## src/rtl/pulse_meter_pkg.sv

```systemverilog
// ---------------------------------------------------------------------------
// pulse_meter_pkg
// Shared definitions for the pulse period meter.
//   meter_state_t          : IDLE (waiting for first edge), MEASURE (counting
//                            between edges), TIMEOUT (signal lost)
//   CLK_FREQ_HZ            : nominal system clock (100 MHz)
//   ONE_SECOND_CYCLES      : clk cycles in one second
//   DEFAULT_TIMEOUT_CYCLES : loss-of-signal limit, two seconds of clk
// ---------------------------------------------------------------------------
package pulse_meter_pkg;

    typedef enum logic [1:0] {
        IDLE    = 2'd0,
        MEASURE = 2'd1,
        TIMEOUT = 2'd2
    } meter_state_t;

    localparam int CLK_FREQ_HZ            = 100_000_000;
    localparam int ONE_SECOND_CYCLES      = CLK_FREQ_HZ;
    localparam int DEFAULT_TIMEOUT_CYCLES = 2 * ONE_SECOND_CYCLES;

endpackage

```

## src/rtl/sync_edge_detect.sv

```systemverilog
// ---------------------------------------------------------------------------
// sync_edge_detect
// Brings an asynchronous pulse into the clk domain through a SYNC_STAGES-deep
// flop chain and produces a single-cycle strobe on each rising edge of the
// synchronized signal, however long the pulse stays high.
// Ports:
//   clk         in  system clock
//   reset       in  synchronous active-high reset, clears the whole chain
//   pulse_in    in  asynchronous pulse
//   edge_strobe out one-cycle rising-edge strobe (combinational from flops)
// ---------------------------------------------------------------------------
module sync_edge_detect #(
    parameter int SYNC_STAGES = 2
) (
    input  logic clk,
    input  logic reset,
    input  logic pulse_in,
    output logic edge_strobe
);

    logic [SYNC_STAGES-1:0] sync_q;
    logic                   sync_prev;

    // Bit 0 takes the raw input; the MSB is the synchronized copy. sync_prev
    // delays the MSB by one cycle so a rising edge is seen exactly once.
    always_ff @(posedge clk) begin
        if (reset) begin
            sync_q    <= '0;
            sync_prev <= 1'b0;
        end else begin
            sync_q    <= {sync_q[SYNC_STAGES-2:0], pulse_in};
            sync_prev <= sync_q[SYNC_STAGES-1];
        end
    end

    assign edge_strobe = sync_q[SYNC_STAGES-1] & ~sync_prev;

endmodule

```

## src/rtl/pulse_period_meter.sv

```systemverilog
// ---------------------------------------------------------------------------
// pulse_period_meter
// Measures the number of clk cycles between successive accepted rising edges
// of pulse_in. Edges that arrive sooner than MIN_PERIOD after the last
// accepted edge are treated as glitches. If no edge is accepted for
// TIMEOUT_CYCLES the meter enters TIMEOUT and the next edge re-arms it.
// Each period is offered through a one-entry valid/ready buffer.
// Ports:
//   clk          in   system clock
//   reset        in   synchronous active-high reset
//   pulse_in     in   pulse to measure, asynchronous, any high width
//   period_data  out  measured period in clk cycles
//   period_valid out  period_data holds an unconsumed measurement
//   period_ready in   consumer accepts when valid && ready
//   timeout      out  high while in TIMEOUT
//   overrun      out  sticky: a measurement was dropped, buffer full
// ---------------------------------------------------------------------------
module pulse_period_meter
    import pulse_meter_pkg::*;
#(
    parameter int COUNT_W        = 32,
    parameter int SYNC_STAGES    = 2,
    parameter int MIN_PERIOD     = 16,
    parameter int TIMEOUT_CYCLES = DEFAULT_TIMEOUT_CYCLES
) (
    input  logic               clk,
    input  logic               reset,
    input  logic               pulse_in,
    output logic [COUNT_W-1:0] period_data,
    output logic               period_valid,
    input  logic               period_ready,
    output logic               timeout,
    output logic               overrun
);

    localparam logic [63:0]        TIMEOUT_W64 = 64'(TIMEOUT_CYCLES);
    localparam logic [COUNT_W-1:0] MIN_P       = COUNT_W'(MIN_PERIOD);
    localparam logic [COUNT_W-1:0] LAST_CNT    = COUNT_W'(TIMEOUT_CYCLES - 1);

    // Parameter sanity: the counter must be able to hold the longest period
    // that can ever be reported, which is TIMEOUT_CYCLES itself.
    if ((TIMEOUT_W64 >> COUNT_W) != 64'd0) begin : g_bad_count_w
        $error("pulse_period_meter: COUNT_W too narrow for TIMEOUT_CYCLES");
    end
    if (SYNC_STAGES < 2) begin : g_bad_sync
        $error("pulse_period_meter: SYNC_STAGES must be >= 2");
    end
    if (MIN_PERIOD < 2) begin : g_bad_min
        $error("pulse_period_meter: MIN_PERIOD must be >= 2");
    end

    meter_state_t       state;
    logic [COUNT_W-1:0] cnt;
    logic [COUNT_W-1:0] cnt_next;
    logic               edge_strobe;
    logic               emit;

    sync_edge_detect #(
        .SYNC_STAGES (SYNC_STAGES)
    ) u_sync_edge (
        .clk         (clk),
        .reset       (reset),
        .pulse_in    (pulse_in),
        .edge_strobe (edge_strobe)
    );

    // cnt never exceeds TIMEOUT_CYCLES-1, so cnt+1 cannot wrap.
    assign cnt_next = cnt + COUNT_W'(1);

    // An edge while measuring is a real measurement only once at least
    // MIN_PERIOD cycles have elapsed since the previous accepted edge.
    assign emit = (state == MEASURE) && edge_strobe && (cnt_next >= MIN_P);

    // Meter FSM and period counter. The first edge (from IDLE or TIMEOUT)
    // only starts the count. In MEASURE an accepted edge restarts the count,
    // and it takes priority over the timeout check in the same cycle.
    always_ff @(posedge clk) begin
        if (reset) begin
            state   <= IDLE;
            cnt     <= '0;
            timeout <= 1'b0;
        end else begin
            case (state)
                IDLE: begin
                    if (edge_strobe) begin
                        state <= MEASURE;
                        cnt   <= '0;
                    end
                end
                MEASURE: begin
                    if (emit) begin
                        cnt <= '0;
                    end else if (cnt == LAST_CNT) begin
                        state   <= TIMEOUT;
                        timeout <= 1'b1;
                    end else begin
                        cnt <= cnt_next;
                    end
                end
                TIMEOUT: begin
                    if (edge_strobe) begin
                        state   <= MEASURE;
                        cnt     <= '0;
                        timeout <= 1'b0;
                    end
                end
                default: begin
                    state   <= IDLE;
                    cnt     <= '0;
                    timeout <= 1'b0;
                end
            endcase
        end
    end

    // One-entry output buffer. A new period may replace the held one only if
    // the held one is being consumed in the same cycle; otherwise it is lost
    // and overrun latches until reset, keeping period_data stable.
    always_ff @(posedge clk) begin
        if (reset) begin
            period_data  <= '0;
            period_valid <= 1'b0;
            overrun      <= 1'b0;
        end else if (emit) begin
            if (!period_valid || period_ready) begin
                period_data  <= cnt_next;
                period_valid <= 1'b1;
            end else begin
                overrun <= 1'b1;
            end
        end else if (period_valid && period_ready) begin
            period_valid <= 1'b0;
        end
    end

endmodule
```

## config.mk

```make
export PLATFORM = sky130hd
export DESIGN_NAME = pulse_period_meter
export DESIGN_NICKNAME = d
export VERILOG_FILES = /design/src/rtl/pulse_meter_pkg.sv /design/src/rtl/sync_edge_detect.sv /design/src/rtl/pulse_period_meter.sv
export SDC_FILE = /design/constraint.sdc
export NUM_CORES = 1
export LEC_CHECK = 0
export ABC_CLOCK_PERIOD_IN_PS = 4230
export CAP_MARGIN = 20
export CORE_UTILIZATION = 63
export DETAILED_ROUTE_END_ITERATION = 10
export DONT_BUFFER_PORTS = 1
export GPL_TIMING_DRIVEN = 0
export PLACE_DENSITY = 0.79
export REMOVE_ABC_BUFFERS = 1
export SLEW_MARGIN = 10
export SYNTH_ARGS = -nofsm -noshare
export SYNTH_HDL_FRONTEND = slang
export SYNTH_SLANG_ARGS = --single-unit
```

## constraint.sdc

```tcl
create_clock -name clk -period 4.23 [get_ports clk]
set_clock_uncertainty 0.1 [all_clocks]
set_input_delay 0.846 -clock clk [delete_from_list [all_inputs] [get_ports clk]]
set_output_delay 0.846 -clock clk [all_outputs]
set_load 0.02 [all_outputs]
```

==> results of run 1 <==
[registers in the layout (all words and copies together) (netlist names)]
register / flops
period_data: 32
period_valid: 1
timeout: 1
state: 2
u_sync_edge.sync_q: 2
cnt: 32
u_sync_edge.sync_prev: 1
overrun: 1
[placed cells by master, fill, tap and decap left out, drive strengths merged, types with 3 or more instances in the layout]
| cell type | netlist | final |
|---|---|---|
| dfxtp | 72 | 72 |
| nor2 | 63 | 63 |
| nand2 | 38 | 38 |
| a211oi | 25 | 25 |
| nand3 | 21 | 21 |
| o21ai | 16 | 16 |
| xnor2 | 15 | 15 |
| a21oi | 12 | 12 |
| xor2 | 11 | 11 |
| clkbuf | 9 | 11 |
| nand4 | 11 | 11 |
| nor3 | 10 | 10 |
| nand2b | 10 | 10 |
| a31oi | 9 | 9 |
| and3 | 8 | 8 |
| or4 | 8 | 8 |
| and2 | 7 | 7 |
| mux2i | 6 | 6 |
| or3 | 6 | 6 |
| a311oi | 6 | 6 |
| and4 | 6 | 6 |
| nor4 | 6 | 6 |
| o31ai | 6 | 6 |
| nor2b | 5 | 5 |
| a22oi | 5 | 5 |
| or2 | 4 | 4 |
| a21o | 4 | 4 |
| o21a | 4 | 4 |
| nor4b | 3 | 3 |
| o22ai | 3 | 3 |
[where the power goes]
group	leakage, uW	internal (uW)	total [uW]	switching (uW)
logic	0.000630	9.76	33.3	23.5
clock network	0.0000749	201	439	238
registers	0.000580	680	682	1.92
[final timing paths]
check	slack, ns	startpoint	cells past startpoint	to
max	0.27	cnt[0]$_SDFFE_PP0P_	11	period_data[8]$_SDFFE_PP0P_
min	0.34	u_sync_edge.sync_q[0]$_SDFF_PP0_	1	u_sync_edge.sync_q[1]$_SDFF_PP0_
max reg2reg	0.27	cnt[0]$_SDFFE_PP0P_	11	period_data[8]$_SDFFE_PP0P_
min reg2reg	0.34	u_sync_edge.sync_q[0]$_SDFF_PP0_	1	u_sync_edge.sync_q[1]$_SDFF_PP0_
[stage by stage]
stage | hold WS (ns) | power [uW] | utilization, % | TNS (ns)
after floorplan | 0.314 | 718 | - | 0
after detailed placement | 0.328 | 730 | 63.7 | 0
final | 0.345 | 1150 | 66.1 | 0
after global placement | 0.319 | 727 | 63.0 | -12.11
after global routing | 0.371 | 1190 | 66.1 | 0
after CTS | 0.348 | 1160 | 66.1 | 0
[layout make-up]
type                       instances  share of cell area [%]
timing repair buffer               2                   0.992
inverter                           2                   0.192
sequential                        72                    36.9
tap                               75                    2.40
multi-input combinational        348                    56.0
clock inverter                     2                   0.256
clock buffer                      11                    3.36
[worst max-delay path, delay by kind of cell (launching register included)]
kind                       cells  cell delay, ns
AOI/OAI and AO/OA              2            0.75
buffers and inverters          1            0.24
and+or+nand+nor                7            1.91
DFF                            1            0.50
adders and majority gates      1            0.33
[routing by layer]
| metal | routed length [um] | vias to the layer above |
|---|---|---|
| met3 | 373 | 13 |
| li1 | - | 1620 |
| met2 | 3980 | 82 |
| met4 | 129 | 0 |
| met1 | 4020 | 1517 |
| met5 | 0 | - |
[cells by family (layout without fill, tap and decap cells)]
group	after synthesis	in the layout	synth area share, %
buffers and inverters	45	17	6.39
muxes	7	7	1.84
DFF	72	72	37.2
adders and majority gates	2	2	0.645
and+or+nand+nor	212	212	29.6
AOI/OAI and AO/OA	101	101	18.5
xor gates and xnor gates	26	26	5.87
==> reports/qor.csv, run 1 <==
metric,value,unit
status,completed,
routed len/inst,16.6,um
Final Hold Vio Count,0,
Slew HR,57.2,%
Synth-to-Final Area Change,0.904,%
met1 usage,37.5,%
via density per instance,6.31,
VDD IR max,0.000201,V
# H-tree levels,3,
Pwr per Cell Area,295,nW/um2
"Clk pin slew, worst setup/hold paths",0.07,ns
first-pass GRT wire length,14.1,mm
placed cell areas,3770,um2
"slowest stage delay, CP",0.73,ns
fillers,509,
via count,3232,
static leakage,0.00129,uW
Final ANT Viol Nets,0,
Commonest cells post-synth,"dfxtp_1 (72), nor2_1 (63), nand2_1 (38)",
kind of critical path,reg2reg,
Mapped Cells,465,
top-count cell post-synth,dfxtp_1,
Clock Sinks,72,
Die Ht,80.4,um
Die X,80.4,um
setup ws final,0.270,ns
met2 Usage GRT,45.6,%
top_reg_cell synth,dfxtp_1,
Hold Crit Class,reg2reg,
PortBufs,0,
gr busiest metal,met2,
crit path max fanout,33,
post-synth top area cell,dfxtp_1,
register area share after synthesis,37.2,%
Crit-path slowest cell,or4_1,
register area,1440,um2
root buffer cell,clkbuf_8,
GR Util All Layers,28.5,%
starting density of the core,65.5,%
diode count,0,
Core Area,5920,um2
# IOs,39,
Post-Route WL,8.51,mm
Post-CTS Setup Inserts,0,
hold buffers post-CTS,0,
Critical Path End Type,flop,
GP Congestion,0.903,
DRC Markers,0,
CTS tree,built,
final instance area,3910,um2
largest net degree at the start of global routing,55,
Longest Clk Path Bufs,2,
Max Fclk,253,MHz
gr ovfl total,0,
RSZ-0062 raised after global routing,false,
Slew Limit Fails,0,
critical path arrival,4.12,ns
post-route insts no fill,512,
share of layout cells above drive strength 1,6.86,%
nets,441,
drt first pass iters,5,
Post-CTS Resized,0,
Die ar.,6470,um2
worst skew pair latency,0.35,ns
actual slew at the worst max-slew pin,0.640,ns
Num CTS Buffers,9,
CP Launch Type,flop,
top cell type's share of synthesized area,37.2,%
multi-input logic area,2190,um2
Syn Area/Cell,8.34,um2
synthesized cell area,3880,um2
number of DRC markers in iteration 0,261,
dpl ws,0.320,ns
Tcrit/Tclk final,93.6,%
vias in the first global route,3034,
FP Rows,28,
post-layout min period,3.96,ns
Synth Register Bits,72,
initial antenna violation count,0,
crit-path cells,ha_1 -> nand3_2 -> or4_1 -> or3_1 -> and4_1 -> nand4b_1 -> nand2b_2 -> o21a_2 -> buf_16 -> nor2_1 -> a311oi_1,
endpoints failing setup,0,
Placed Instances,499,
DP HPWL,5.85,mm
Yosys warnings,0,
GR Util met3,5.00,%
Area contributors post-synth,"dfxtp_1 (37%), nor2_1 (6.1%), a211oi_1 (4.8%), nand2_1 (3.7%), xnor2_1 (3.4%)",
async set-reset flop share out of synthesis,0,%
maxcap violations,0,
Post-synth EDFFs,0,
count of cell types in the netlist,59,
CP Data Required Time,4.39,ns
No activity file was read; power rests on OpenSTA's default activity.
==> run 2, diff against run 1 <==
--- a/config.mk
+++ b/config.mk
@@ -11,6 +11,7 @@
 export DETAILED_ROUTE_END_ITERATION = 10
 export DONT_BUFFER_PORTS = 1
 export GPL_TIMING_DRIVEN = 0
+export HOLD_SLACK_MARGIN = 0.15
 export PLACE_DENSITY = 0.79
 export REMOVE_ABC_BUFFERS = 1
 export SLEW_MARGIN = 10
==> results of run 2 <==
The final DEF is identical to that of run 1; final timing and power are the same.
